**config.mk**
```make
export PLATFORM = sky130hd
export DESIGN_NAME = vga_frame_reader
export DESIGN_NICKNAME = d
export VERILOG_FILES = /design/src/rtl/vga_frame_reader.sv
export SDC_FILE = /design/constraint.sdc
export NUM_CORES = 1
export LEC_CHECK = 0
export CORE_ASPECT_RATIO = 0.7
export CORE_MARGIN = 3
export CORE_UTILIZATION = 45
export CTS_BUF_LIST = sky130_fd_sc_hd__clkbuf_4 sky130_fd_sc_hd__clkbuf_8 sky130_fd_sc_hd__clkbuf_16
export DETAILED_ROUTE_END_ITERATION = 10
export GPL_TIMING_DRIVEN = 0
export MAX_ROUTING_LAYER = met4
export PLACE_DENSITY = 0.7
export SYNTH_ARGS = -nofsm -noshare
export SYNTH_HDL_FRONTEND = slang
export SYNTH_SLANG_ARGS = --single-unit
```
**constraint.sdc**
```tcl
create_clock -name clock -period 2.1 [get_ports clock]
set_input_delay 0.42 -clock clock [delete_from_list [all_inputs] [get_ports clock]]
set_output_delay 0.42 -clock clock [all_outputs]
set_load 0.05 [all_outputs]
```
**src/rtl/vga_frame_reader.sv**
```systemverilog
// 640x480@60 Hz VGA scan-out of a 64x64x1 frame buffer, each bit shown as a 4x4 block
// in a centred 256x256 window; sync, colour and frame_start share one 2-cycle pipeline.
module vga_frame_reader #(
    parameter int H_VISIBLE = 640,
    parameter int H_FRONT   = 16,
    parameter int H_SYNC    = 96,
    parameter int H_BACK    = 48,
    parameter int V_VISIBLE = 480,
    parameter int V_FRONT   = 10,
    parameter int V_SYNC    = 2,
    parameter int V_BACK    = 33,
    parameter int IMG_X0    = 192,
    parameter int IMG_Y0    = 112
) (
    input  logic        clock,
    input  logic        reset_n,
    input  logic        enable,
    output logic [11:0] rdaddress,
    input  logic        q,
    output logic        hsync,
    output logic        vsync,
    output logic [3:0]  red,
    output logic [3:0]  green,
    output logic [3:0]  blue,
    output logic        frame_start
);

    localparam int H_TOTAL = H_VISIBLE + H_FRONT + H_SYNC + H_BACK;
    localparam int V_TOTAL = V_VISIBLE + V_FRONT + V_SYNC + V_BACK;

    localparam logic [9:0] H_LAST   = 10'(H_TOTAL - 1);
    localparam logic [9:0] V_LAST   = 10'(V_TOTAL - 1);
    localparam logic [9:0] H_VIS    = 10'(H_VISIBLE);
    localparam logic [9:0] V_VIS    = 10'(V_VISIBLE);
    localparam logic [9:0] HS_START = 10'(H_VISIBLE + H_FRONT);
    localparam logic [9:0] HS_END   = 10'(H_VISIBLE + H_FRONT + H_SYNC);
    localparam logic [9:0] VS_START = 10'(V_VISIBLE + V_FRONT);
    localparam logic [9:0] VS_END   = 10'(V_VISIBLE + V_FRONT + V_SYNC);
    localparam logic [9:0] X_START  = 10'(IMG_X0);
    localparam logic [9:0] X_END    = 10'(IMG_X0 + 256);
    localparam logic [9:0] Y_START  = 10'(IMG_Y0);
    localparam logic [9:0] Y_END    = 10'(IMG_Y0 + 256);

    logic [9:0] r_h_count;
    logic [9:0] r_v_count;

    logic       w_in_image;
    logic       w_visible;
    logic       w_hs_raw;
    logic       w_vs_raw;
    logic       w_first;
    logic [5:0] w_col;
    logic [5:0] w_row;
    logic       w_pix_on;

    logic       r_in_image_d;
    logic       r_visible_d;
    logic       r_hs_d;
    logic       r_vs_d;
    logic       r_first_d;
    logic       r_display_en;

    logic       r_hsync;
    logic       r_vsync;
    logic       r_frame_start;
    logic [3:0] r_colour;

    // Pixel and line counters; wrap straight from the last position to (0,0).
    always_ff @(posedge clock) begin
        if (!reset_n) begin
            r_h_count <= 10'd0;
            r_v_count <= 10'd0;
        end else if (r_h_count == H_LAST) begin
            r_h_count <= 10'd0;
            if (r_v_count == V_LAST) begin
                r_v_count <= 10'd0;
            end else begin
                r_v_count <= r_v_count + 10'd1;
            end
        end else begin
            r_h_count <= r_h_count + 10'd1;
        end
    end

    // Stage-0 decode; the block index is bits [7:2] of the 10-bit offset into the window.
    always_comb begin
        w_in_image = (r_h_count >= X_START) && (r_h_count < X_END) &&
                     (r_v_count >= Y_START) && (r_v_count < Y_END);
        w_visible  = (r_h_count < H_VIS) && (r_v_count < V_VIS);
        w_hs_raw   = (r_h_count >= HS_START) && (r_h_count < HS_END);
        w_vs_raw   = (r_v_count >= VS_START) && (r_v_count < VS_END);
        w_first    = (r_h_count == 10'd0) && (r_v_count == 10'd0);
        w_col      = 6'((r_h_count - X_START) >> 2);
        w_row      = 6'((r_v_count - Y_START) >> 2);
        if (w_in_image) begin
            rdaddress = {w_row, w_col};
        end else begin
            rdaddress = 12'd0;
        end
    end

    // Stage-1 flags travel alongside the RAM read so they line up with q.
    always_ff @(posedge clock) begin
        if (!reset_n) begin
            r_in_image_d <= 1'b0;
            r_visible_d  <= 1'b0;
            r_hs_d       <= 1'b0;
            r_vs_d       <= 1'b0;
            r_first_d    <= 1'b0;
        end else begin
            r_in_image_d <= w_in_image;
            r_visible_d  <= w_visible;
            r_hs_d       <= w_hs_raw;
            r_vs_d       <= w_vs_raw;
            r_first_d    <= w_first;
        end
    end

    // Display mode only changes at (0,0) so a frame is never torn.
    always_ff @(posedge clock) begin
        if (!reset_n) begin
            r_display_en <= 1'b0;
        end else if (w_first) begin
            r_display_en <= enable;
        end else begin
            r_display_en <= r_display_en;
        end
    end

    assign w_pix_on = r_display_en && r_in_image_d && r_visible_d;

    // Stage-2 output registers.
    always_ff @(posedge clock) begin
        if (!reset_n) begin
            r_hsync       <= 1'b1;
            r_vsync       <= 1'b1;
            r_frame_start <= 1'b0;
            r_colour      <= 4'd0;
        end else begin
            r_hsync       <= ~r_hs_d;
            r_vsync       <= ~r_vs_d;
            r_frame_start <= r_first_d;
            r_colour      <= w_pix_on ? {4{q}} : 4'd0;
        end
    end

    assign hsync       = r_hsync;
    assign vsync       = r_vsync;
    assign frame_start = r_frame_start;
    assign red         = r_colour;
    assign green       = r_colour;
    assign blue        = r_colour;

endmodule

```
==> impl_metrics.sql <==
INSERT INTO impl_metrics (metric_group, metric, value, unit) VALUES
('placed_design', 'globalplace.congestion', '0.935', ''),
('worst_setup_path', 'critical_path_arrival', '1.67', 'ns'),
('outcome', 'outcome', 'finished, final reports clean', ''),
('die', 'start_util', '0.477', ''),
('pwr', 'power', '0.00114', 'W'),
('cts', 'clockRootBuffer', 'clkbuf_8', ''),
('die', 'io_pins', '31', ''),
('cells_and_area', 'finish.net_count', '250', ''),
('synthesis', 'post_synth_inst_count', '197', ''),
('pwr', 'ir_worst_vdd', '345', 'uV'),
('worst_setup_path', 'critPathMaxStageDelay', '0.36', 'ns'),
('cts', 'cts_inserted_buffers', '5', ''),
('cts', 'cts.htree.levels', '2', ''),
('worst_setup_path', 'endpoint_kind', 'output pin', ''),
('global_route', 'maximum_number_of_pins_on_one_net_before_global_route_repair', '13', ''),
('worst_setup_path', 'rr_endpoint', 'r_v_count[9]', ''),
('detailed_routing', 'routed_via_density', '5.02', ''),
('synthesis', 'synth.lib_cells_used.distinct', '40', ''),
('synthesis', 'synth.ff_latch_count', '30', ''),
('detailed_routing', 'route.detailed.wl_per_inst', '13.8', 'um'),
('synthesis', 'yosys-mux-area-fraction', '0.00587', ''),
('worst_setup_path', 'type_of_the_setup_path_with_the_least_slack', 'flip-flop to output pin', ''),
('worst_setup_path', 'crit_slowest_cell', 'dfxtp_4', ''),
('pwr', 'seqPwrFrac', '0.512', ''),
('pwr', 'comb_power_share', '0.051', ''),
('sta', 'timing.slew.headroom', '0.664', ''),
('synthesis', 'adder_cell_area_share_of_the_yosys_netlist', '0.0733', ''),
('cells_and_area', 'num_antenna_cells', '0', ''),
('detailed_routing', 'drt_wirelength', '3960', 'um'),
('sta', 'final_setup_margin', '0.0126', 'ns'),
('placed_design', 'placement.setup.worst_slack', '-0.734', 'ns'),
('pwr', 'power.leakage', '0.953', 'nW'),
('pwr', 'power.switching_fraction', '0.240', ''),
('die', 'core_area', '3580', 'sq um'),
('sta', 'timing.final.setup_violations', '0', ''),
('pwr', 'power_frac_clock', '0.437', ''),
('die', 'overall_die_height', '57.5', 'um'),
('global_route', 'grt_pass1_vias', '1366', ''),
('detailed_routing', 'postRouteAntennaNets', '0', ''),
('worst_setup_path', 'critPathTopFamily', 'simple AND/OR/NAND/NOR gates', ''),
('pwr', 'p_switching', '0.000273', 'W'),
('synthesis', 'post_synth_and_or_nand_nor_area_fraction', '0.321', ''),
('worst_setup_path', 'reg2reg_depth', '6', ''),
('placed_design', 'buffer_ports.inserted', '30', ''),
('cells_and_area', 'post_route_design_area', '2300', 'sq um'),
('worst_setup_path', 'critical_path.max_fanout', '8', ''),
('worst_setup_path', 'rr_startpoint', 'r_h_count[0]', ''),
('detailed_routing', 'route.met2.wl', '1460', 'um'),
('cts', 'cts_tree', 'done', ''),
('synthesis', 'synth-xor-area-share', '0.0924', ''),
('worst_setup_path', 'worstSetupEndpoint', 'rdaddress[1]', ''),
('global_route', 'leftover_overflow_at_the_end_of_global_routing', '0', ''),
('synthesis', 'syn_nets', '211', ''),
('cts', 'clk_pin_slew', '0.07', 'ns'),
('pwr', 'cell_internal_pwr', '0.000865', 'W'),
('synthesis', 'yosysWarnings', '0', ''),
('cells_and_area', 'final_layout_size_suffix_gt1_frac', '0.287', ''),
('cts', 'clk-insertion-delay-late', '0.29', 'ns'),
('worst_setup_path', 'worst-path-stages', '6', ''),
('placed_design', 'placed_area', '2070', 'sq um'),
('sta', 'min_period', '2.09', 'ns'),
('sta', 'slew_viol_final', '0', ''),
('cells_and_area', 'post_layout_nonfiller_instances', '287', ''),
('worst_setup_path', 'setup.worst_path.start', 'r_v_count[5]', ''),
('synthesis', 'ys_seq_area_frac', '0.352', ''),
('global_route', 'grt_pass1_wl', '6720', 'um'),
('detailed_routing', 'drt-met1-wl', '2030', 'um'),
('synthesis', 'synth.cell_area', '1710', 'sq um'),
('worst_setup_path', 'cp.required', '1.68', 'ns'),
('sta', 'layout_worst_path_cycle_share', '0.994', ''),
('sta', 'rsz0062_at_grt', 'true', '');
==> kinds of logic (layout without fill, tap and decap cells) <==
family / after synthesis / in the layout
AO/OA/AOI/OAI: 14 / 14
flip-flops: 30 / 30
XOR/XNOR: 18 / 18
adder cells (fa/ha/maj): 10 / 10
multiplexers: 1 / 1
buffers and inverters: 29 / 69
AND/OR/NAND/NOR: 95 / 95
==> worst reg2reg max path: cells and delay by family, from the launching register on <==
family	cells	cell delay [ns]
AO/OA/AOI/OAI	2	0.45
buffers and inverters	1	0.14
AND/OR/NAND/NOR	2	0.53
flip-flops	1	0.40
adder cells (fa/ha/maj)	1	0.27
==> power groups by stage <==
stage / Clock [W] / Sequential, W / Combinational [W]
4_1_cts: 0.000515 / 0.000584 / 0.0000591
5_1_grt: 0.000529 / 0.000583 / 0.0000651
6_report: 0.000497 / 0.000582 / 0.0000585
3_5_place_dp: 0 / 0.000599 / 0.0000577
3_3_place_gp: 0 / 0.000599 / 0.0000564
2_1_floorplan: 0 / 0.000602 / 0.0000337
==> Yosys cell counts (all sizes together) <==
cell / n / area share
a211oi: 1 / 0.0044
mux2i: 1 / 0.0059
nor4b: 1 / 0.0051
nand2: 17 / 0.037
or4b: 1 / 0.0059
o41ai: 2 / 0.010
or3b: 2 / 0.010
ha: 10 / 0.073
and4: 1 / 0.0051
nand3b: 1 / 0.0044
inv: 10 / 0.022
nor3: 5 / 0.015
and2: 11 / 0.041
a21boi: 2 / 0.0088
buf: 17 / 0.075
xnor2: 15 / 0.077
or4: 1 / 0.0066
clkbuf: 2 / 0.0044
xor2: 3 / 0.015
o21ai: 2 / 0.0081
or2: 2 / 0.0073
and4b: 1 / 0.0059
dfxtp: 30 / 0.35
nand4b: 3 / 0.024
a21oi: 6 / 0.018
and3: 2 / 0.0073
nor4: 7 / 0.034
a311oi: 1 / 0.0051
nand3: 10 / 0.029
nand4: 4 / 0.023
nor2b: 1 / 0.0037
nor2: 25 / 0.055
==> placed cells by master (no fill, tap or decap), types with 4 or more instances in the layout <==
| cell | count |
|---|---|
| a21oi_1 | 5 |
| and2_1 | 4 |
| and2_4 | 7 |
| buf_4 | 18 |
| buf_6 | 5 |
| buf_8 | 7 |
| clkbuf_8 | 6 |
| clkdlybuf4s50_1 | 6 |
| dfxtp_1 | 25 |
| dlygate4sd2_1 | 12 |
| ha_1 | 8 |
| inv_1 | 10 |
| nand2_1 | 17 |
| nand3_1 | 9 |
| nor2_1 | 22 |
| nor3_1 | 5 |
| nor4_1 | 6 |
| xnor2_1 | 14 |
==> per-layer routing <==
layer  vias to the layer above  GRT usage
met1                       634      0.280
met5                         -          -
met2                        61      0.252
met3                        14     0.0615
li1                        732          -
met4                         0      0.115
==> sequential cells by signal, indices dropped and copies added, names as in the netlist <==
name          count
blue              1
r_h_count        10
r_vs_d            1
r_first_d         1
r_hs_d            1
r_v_count        10
r_in_image_d      1
r_display_en      1
hsync             1
frame_start       1
r_visible_d       1
vsync             1
==> how the worst min path moves through the flow <==
stage	startpoint	to	slack [ns]	cells past startpoint
global placement	r_vs_d	vsync	0.35	1
finish	r_vs_d	vsync	0.37	1
CTS	r_hs_d	hsync	0.37	1
global route	r_hs_d	hsync	0.37	1
detailed placement	r_hs_d	hsync	0.35	1
floorplan	r_hs_d	hsync	0.34	1
==> through the flow <==
step / util / hold WS (ns)
final: 0.643 / 0.366
after global routing: 0.643 / 0.373
after CTS: 0.622 / 0.367
after detailed placement: 0.578 / 0.351
after global placement: 0.578 / 0.346
after floorplan: - / 0.343
==> final cells by class <==
cell class,instances,area (sq um),area share
plain buffers,18,134,0.0581
clock buffers,6,82.6,0.0359
clock inverters,2,12.5,0.00543
inverters,10,37.5,0.0163
multi-input cells,138,1020,0.442
flip-flops and latches,30,614,0.267
well taps,50,62.6,0.0272
repair buffers,33,342,0.148
==> what timing repair did <==
action | CTS | global route
pin swaps | 5 | 4
buffers inserted | 3 | 0
setup endpoints to repair | 24 | 12
endpoints found under the hold margin | 0 | 0
resized for setup | 110 | 21
Power figures use the tool's default switching activity.
